===== src/rtl/tcam_match_resolver_if.sv =====
// Handshake bundle between a TCAM match source and the match resolver.
// The input side carries one match vector per transaction. The output side
// carries one resolved entry per beat.
interface tcam_match_resolver_if #(
    parameter int N = 16,
    parameter int W = $clog2(N)
);
    logic         in_valid;
    logic         in_ready;
    logic [N-1:0] match_vec;
    logic         in_mode;
    logic         out_valid;
    logic         out_ready;
    logic [W-1:0] out_idx;
    logic         out_hit;
    logic         out_last;
    logic [W:0]   out_count;

    // Producer of match vectors and consumer of resolved beats.
    modport master (
        output in_valid, match_vec, in_mode, out_ready,
        input  in_ready, out_valid, out_idx, out_hit, out_last, out_count
    );

    // The resolver itself.
    modport slave (
        input  in_valid, match_vec, in_mode, out_ready,
        output in_ready, out_valid, out_idx, out_hit, out_last, out_count
    );
endinterface


===== src/rtl/tcam_match_resolver.sv =====
// TCAM match-line resolver. It captures one match vector per transaction and
// reports the highest-index matching entry. In enumerate mode it reports every
// matching entry in descending index order, one beat each. All out_* fields
// are decoded from registered state only.
module tcam_match_resolver #(
    parameter int N = 16,
    parameter int W = $clog2(N)
) (
    input  logic                  clk,
    input  logic                  rst_n,
    tcam_match_resolver_if.slave  bus
);
    typedef enum logic {IDLE, EMIT} state_t;

    state_t       state;
    logic [N-1:0] pending;
    logic         mode_q;
    logic [W:0]   count_q;

    logic [W-1:0] top_idx;
    logic         last_beat;
    logic         take;

    // Highest set bit wins. An empty vector encodes to 0.
    function automatic logic [W-1:0] prio_enc(input logic [N-1:0] v);
        logic [W-1:0] r;
        r = '0;
        for (int i = 0; i < N; i++) begin
            if (v[i]) r = W'(i);
        end
        return r;
    endfunction

    // Number of set match lines. W+1 bits always holds N.
    function automatic logic [W:0] popcount(input logic [N-1:0] v);
        logic [W:0] c;
        c = '0;
        for (int i = 0; i < N; i++) begin
            c = c + {{W{1'b0}}, v[i]};
        end
        return c;
    endfunction

    assign top_idx = prio_enc(pending);

    // A beat is final in three cases: first-only mode, no bits left, or one bit left.
    // The test v & (v-1) == 0 covers both the zero-bit and the one-bit cases.
    assign last_beat = !mode_q ||
                       ((pending & (pending - {{(N-1){1'b0}}, 1'b1})) == '0);

    assign bus.out_valid = (state == EMIT);
    assign bus.out_idx   = top_idx;
    assign bus.out_hit   = |pending;
    assign bus.out_last  = last_beat;
    assign bus.out_count = count_q;

    // A new vector may also load on the edge that retires the final beat.
    // This gives back-to-back transactions.
    assign bus.in_ready = (state == IDLE) || (bus.out_ready && last_beat);
    assign take         = bus.in_valid && bus.in_ready;

    // Capture, iterate over pending matches, and retire transactions.
    always_ff @(posedge clk) begin
        if (!rst_n) begin
            state   <= IDLE;
            pending <= '0;
            mode_q  <= 1'b0;
            count_q <= '0;
        end else if (take) begin
            state   <= EMIT;
            pending <= bus.match_vec;
            mode_q  <= bus.in_mode;
            count_q <= popcount(bus.match_vec);
        end else if (state == EMIT && bus.out_ready) begin
            if (last_beat) begin
                state   <= IDLE;
                pending <= '0;
                mode_q  <= 1'b0;
                count_q <= '0;
            end else begin
                pending[top_idx] <= 1'b0;
            end
        end
    end
endmodule


===== src/flat_wrapper.sv =====
// flat-port wrapper written by rule: the top's interface ports become plain ports
module tcam_match_resolver_flat 
#(
    parameter int N = 16,
    parameter int W = $clog2(N)
)
  (clk, rst_n, bus_in_valid, bus_match_vec, bus_in_mode, bus_out_ready, bus_in_ready, bus_out_valid, bus_out_idx, bus_out_hit, bus_out_last, bus_out_count);
  tcam_match_resolver_if #(.N(N), .W(W)) bus_i ();
  input  logic clk;
  input  logic rst_n;
  input wire logic [$bits(bus_i.in_valid)-1:0] bus_in_valid;
  input wire logic [$bits(bus_i.match_vec)-1:0] bus_match_vec;
  input wire logic [$bits(bus_i.in_mode)-1:0] bus_in_mode;
  input wire logic [$bits(bus_i.out_ready)-1:0] bus_out_ready;
  output wire logic [$bits(bus_i.in_ready)-1:0] bus_in_ready;
  output wire logic [$bits(bus_i.out_valid)-1:0] bus_out_valid;
  output wire logic [$bits(bus_i.out_idx)-1:0] bus_out_idx;
  output wire logic [$bits(bus_i.out_hit)-1:0] bus_out_hit;
  output wire logic [$bits(bus_i.out_last)-1:0] bus_out_last;
  output wire logic [$bits(bus_i.out_count)-1:0] bus_out_count;
  assign bus_i.in_valid = bus_in_valid;
  assign bus_i.match_vec = bus_match_vec;
  assign bus_i.in_mode = bus_in_mode;
  assign bus_i.out_ready = bus_out_ready;
  assign bus_in_ready = bus_i.in_ready;
  assign bus_out_valid = bus_i.out_valid;
  assign bus_out_idx = bus_i.out_idx;
  assign bus_out_hit = bus_i.out_hit;
  assign bus_out_last = bus_i.out_last;
  assign bus_out_count = bus_i.out_count;
  tcam_match_resolver #(.N(N), .W(W)) u_core (.clk(clk), .rst_n(rst_n), .bus(bus_i));
endmodule

===== config.mk =====
export PLATFORM = sky130hd
export DESIGN_NAME = tcam_match_resolver_flat
export DESIGN_NICKNAME = d
export VERILOG_FILES = /design/src/rtl/tcam_match_resolver_if.sv /design/src/rtl/tcam_match_resolver.sv /design/src/flat_wrapper.sv
export SDC_FILE = /design/constraint.sdc
export NUM_CORES = 1
export LEC_CHECK = 0
export ABC_AREA = 1
export CELL_PAD_IN_SITES_DETAIL_PLACEMENT = 1
export CELL_PAD_IN_SITES_GLOBAL_PLACEMENT = 2
export CORE_MARGIN = 2
export CORE_UTILIZATION = 26
export CTS_BUF_LIST = sky130_fd_sc_hd__clkbuf_4 sky130_fd_sc_hd__clkbuf_8
export DETAILED_ROUTE_END_ITERATION = 12
export GPL_TIMING_DRIVEN = 1
export PLACE_DENSITY_LB_ADDON = 0.1
export REMOVE_ABC_BUFFERS = 1
export SLEW_MARGIN = 20
export SYNTH_ARGS = -nofsm -noshare
export SYNTH_HDL_FRONTEND = slang
export SYNTH_SLANG_ARGS = --single-unit

===== constraint.sdc =====
create_clock -name clk -period 3.85 [get_ports clk]
set_input_delay 0.5775 -clock clk [delete_from_list [all_inputs] [get_ports clk]]
set_output_delay 0.5775 -clock clk [all_outputs]
set_load 0.02 [all_outputs]

* After elaboration in Yosys (flattened, before gate mapping)
Index checks and enable logic that the tools add are counted.
Cells by class: $lt $le $gt $ge 2, bitwise gates (word level) 4, reduce and logical (&&, ||, !) cells 12, multiplexer cells 27, add/sub/neg operators 16
Operator list (count):
- adder 5 x 1 -> 5 bit | 14
- 2-to-1 mux 4 bit | 14
- 2-to-1 mux 16 bit | 3
- AND 16 bit | 2
- zero test 16 bit | 1
- inverter 16 bit | 1
- OR reduction 16 bit | 1
- subtractor 16 x 1 -> 16 bit (second input constant) | 1
- 2-to-1 mux 5 bit | 3
- 2-to-1 mux 1 bit | 6
- < comparator 4 x 5 -> 1 bit (second input constant) | 1
- demux 1 bit (select 4 bit) | 1
- greater-or-equal comparator 4 x 1 -> 1 bit (second input constant) | 1
- logical AND 1 bit | 4
- nonzero test 2 bit | 2
- adder 1 x 1 -> 2 bit | 1
- logical OR 1 bit | 2
- AND reduction 2 bit | 1
- zero test 1 bit | 1
- inverter 1 bit | 1
Storage, ports and cells: logic and storage cells 65, register bits 23, output and inout port bits 13

* Logic depth before layout (Yosys ltp)
Gate-level depths: netlist of the first run.
depth after elaboration 24, gate-level depth with buffers 19, mapped depth without buffers 19

* Worst setup path before layout of the first run
OpenSTA, ideal clock, no wires.
kind in2reg, from input bus_match_vec[0], to register u_core.count_q[1] (netlist: u_core.bus.out_count[1]), buffers on the path 0, stages 11, slack 14 ps, library setup time 123 ps, data arrival time 3713 ps, cell sequence ha_1 inv_1 fa_1 fa_1 fa_1 fa_1 fa_1 inv_1 fa_1 nand2_1 a21oi_1
On the way: word-level cells in the longest chain between the ends 16
Ends and longest elaborated chain:
- from (decl) | line flat_wrapper.sv:12 | input wire logic [$bits(bus_i.match_vec)-1:0] bus_match_vec;
- adder 1 x 1 -> 2 bit | line tcam_match_resolver.sv:39 | c = c + {{W{1'b0}}, v[i]};
- adder 5 x 1 -> 5 bit (14 in a row) | line tcam_match_resolver.sv:39
- 2-to-1 mux 5 bit | line tcam_match_resolver.sv:69 | end else if (take) begin
- to (signal assigned) | line tcam_match_resolver.sv:73 | count_q <= popcount(bus.match_vec);
- to (decl) | line tcam_match_resolver.sv:18 | logic [W:0] count_q;
No other way between the ends. A chain may end at the register's enable or synchronous reset.

* Final worst setup path of the first run
Ends and elaborated chain as after synthesis.

==> results of run 1 <==
metal layers:
metal / wire [µm] / GRT usage
met5: 0 / 0
met4: 39 / 0.0368
met3: 152 / 0.0138
met2: 3210 / 0.294
met1: 3080 / 0.204
registers in the layout, summed over array words and instances, names as in the netlist:
name,flops
u_core.bus.out_count,5
u_core.bus.out_valid,1
u_core.mode_q,1
u_core.pending,16
Yosys cell counts, types with 3 or more instances:
master    count  share of area
a21oi_1      23          0.056
clkbuf_1      4         0.0073
dfxtp_1      23           0.22
fa_1         10          0.098
ha_1          5          0.030
inv_1        61           0.11
inv_2         8          0.015
nand2_1      88           0.16
nand3_1      18          0.044
nand3_4       3          0.026
nand4_1      11          0.034
nor2_1       29          0.053
nor2_4        3          0.016
o21ai_0      17          0.041
o21ai_1       7          0.017
repair_timing:
| action | CTS | global route |
|---|---|---|
| hold buffers | 0 | 0 |
| pin swaps | 14 | 8 |
| endpoints found under the setup margin | 5 | 4 |
| resized for setup | 23 | 1 |
area by class of cell:
cell class,count,area [µm²]
inverter,71,268
clock inverter,1,5.00
clock buffer,3,41.3
fill,980,5030
tap,102,128
multi-input combinational,227,1330
sequential,23,460
timing repair buffer,46,424
kinds of logic after synthesis:
logic type | share of synthesized area
AOI/OAI and AO/OA | 0.139
and+or+nand+nor | 0.364
buffers and inverters | 0.140
DFF | 0.224
adders and majority gates | 0.128
xor gates and xnor gates | 0.00427
metrics by stage:
stage           util  instance area [µm²]  setup slack [ns]
6_report       0.345                 2650             0.117
5_1_grt        0.345                 2650            0.0231
4_1_cts        0.345                 2650           -0.0598
3_5_place_dp   0.337                 2590            -0.631
3_3_place_gp   0.337                 2590            -0.550
2_1_floorplan      -                 2030            0.0139
worst max-delay path: stages:
cell     delay, ns
buf_6         0.10
ha_4          0.25
inv_2         0.03
fa_2          0.53
fa_1          0.44
fa_1          0.57
fa_1          0.43
fa_2          0.35
inv_2         0.07
fa_2          0.42
nand2_1       0.06
a21oi_1       0.05
worst max path at each step:
stage / startpoint / endpoint / slack (ns)
2_1_floorplan: bus_match_vec[0] / u_core.bus.out_count[1] / 0.01
3_3_place_gp: bus_match_vec[0] / u_core.bus.out_count[1] / -0.55
3_5_place_dp: bus_match_vec[0] / u_core.bus.out_count[1] / -0.63
4_1_cts: bus_match_vec[0] / u_core.bus.out_count[4] / -0.06
5_1_grt: bus_match_vec[1] / u_core.bus.out_count[4] / 0.02
6_report: bus_match_vec[0] / u_core.bus.out_count[1] / 0.12
where the power goes:
part           internal (W)  switching, W
Sequential         0.000268     0.0000350
Combinational      0.000239      0.000326
Clock             0.0000722     0.0000796
==> summary.txt, run 1 <==
Finish
  • Layout Nets: between 400 and 500
  • Layout cells sized above 1: 0.137
  • Commonest non-fill, non-tap cells in the layout: 88 x nand2_1, 57 x inv_1, 29 x nor2_1
  • Area delta synth->final: 29.3%
  • Non-filler cells, final: 473
  • Commonest non-fill, non-tap cell in the layout: nand2_1
  • # diodes: 0

Timing
  • Setup tns final: 0 ns
  • Max Clock Freq: 0.268 GHz
  • Period utilisation layout: 0.970
  • Min Clock Period, post-route: roughly 3.7 ns
  • Hold_ws: between 0.4 and 0.5 ns
  • Slew Limit Fails: 0
  • Clock skew: about 0.0083 ns
  • Final setup fails: 0
  • Max_slew headroom: 0.616
  • Hold Vio Cnt, Final: 0
  • Worst slew pin tran: around 0.57 ns
  • RSZ-0062 raised after global routing: no

CTS
  • CTS max path bufs: 2
  • Clk root buf: clkbuf_8
  • Clk slew on worst S/H paths: approximately 0.09 ns
  • Post-CTS setup buffer count: 0
  • CTS tree: done
  • Clk_lat worst skew: ~0.26 ns
  • Sink Count: 23
  • CTS H-tree depth: 1
  • CTS buffer count: 3

Global routing
  • Pin count of the biggest net entering global routing: 32
  • Antenna violations before repair: 0
  • First-pass GRT wire length: between 10000 and 15000 µm
  • Global Route Usage Sum: 0.161
  • Vias in the first global route: 2264
  • Grt total ovfl: 0

Routing
  • Vias/cell: roughly 4.5
  • Wire per inst: 13.7 µm
  • Vias post-DR: about 2100
  • Initial DRC Count: 77
  • # DRC: 0
  • DRT Pass-1 Iters: 4
  • Routed wire length: around 6500 µm
  • Final ANT Viol Nets: 0

Yosys
  • Async SR Flop Fraction: 0
  • Syn_area_per_cell: 6.29 µm²
  • Yosys reg bits: 23
  • Post-synth cell types: 29
  • Netlist Area Pre-Place: just over 0.002 mm²
  • Cells after Synth: around 330
  • Synth Flop Type: dfxtp_1
  • Register area share after synthesis: 0.224
  • Post-synth EDFFs: 0
  • Synth warnings: 0

Setup path
  • Reg2Reg Capture Point: u_core.pending[13]
  • Crit. End Element: flip-flop
  • Crit path DAT: ~3.9 ns
  • Reg-to-Reg Start: u_core.pending[11]
  • CP Max Fanout: 2
  • Critical path launch point type: primary input
  • Reg2reg setup slack: around 1.8 ns
  • R2r worst-path depth: 15
  • Worst Setup Path Type: in2reg
  • Crit path required time: about 4.0 ns

Floorplan
  • Die Wd: 92.8 µm
  • Die height: ~93 µm
  • Core region area: ~0.0077 mm²
  • FP Rows: 32
  • Initial Util: 0.267
  • Ports: 34
  • Die area: roughly 0.0086 mm²

Placement
  • Inst Count DP: ~470
  • Final Wtd Congestion: roughly 0.83
  • Port Buf Inserts: 33
  • DP HPWL: around 5500 µm

Power and ir drop
  • Worst VDD drop: 0.000143 V
  • Lkg Pwr: about 1.3 nW
  • Pwr per Cell Area: 384 mW/mm²
  • Total power: ~0.0010 W

Worst hold path
  • Hold wc startpoint: u_core.bus.out_count[2]
  • Worst hold endpoint: u_core.bus.out_count[2]
  • Hold path cells: 2
  • HP Class: reg2reg

Status
  • Status: completed

Flow run
  • Total of max-cap violations: 0
Power figures use the tool's default switching activity.
==> inputs of run 2 (changes only) <==
Settings changed: TNS_END_PERCENT set to 50.
==> results of run 2 <==
The final DEF is identical to that of run 1; final timing and power are the same.
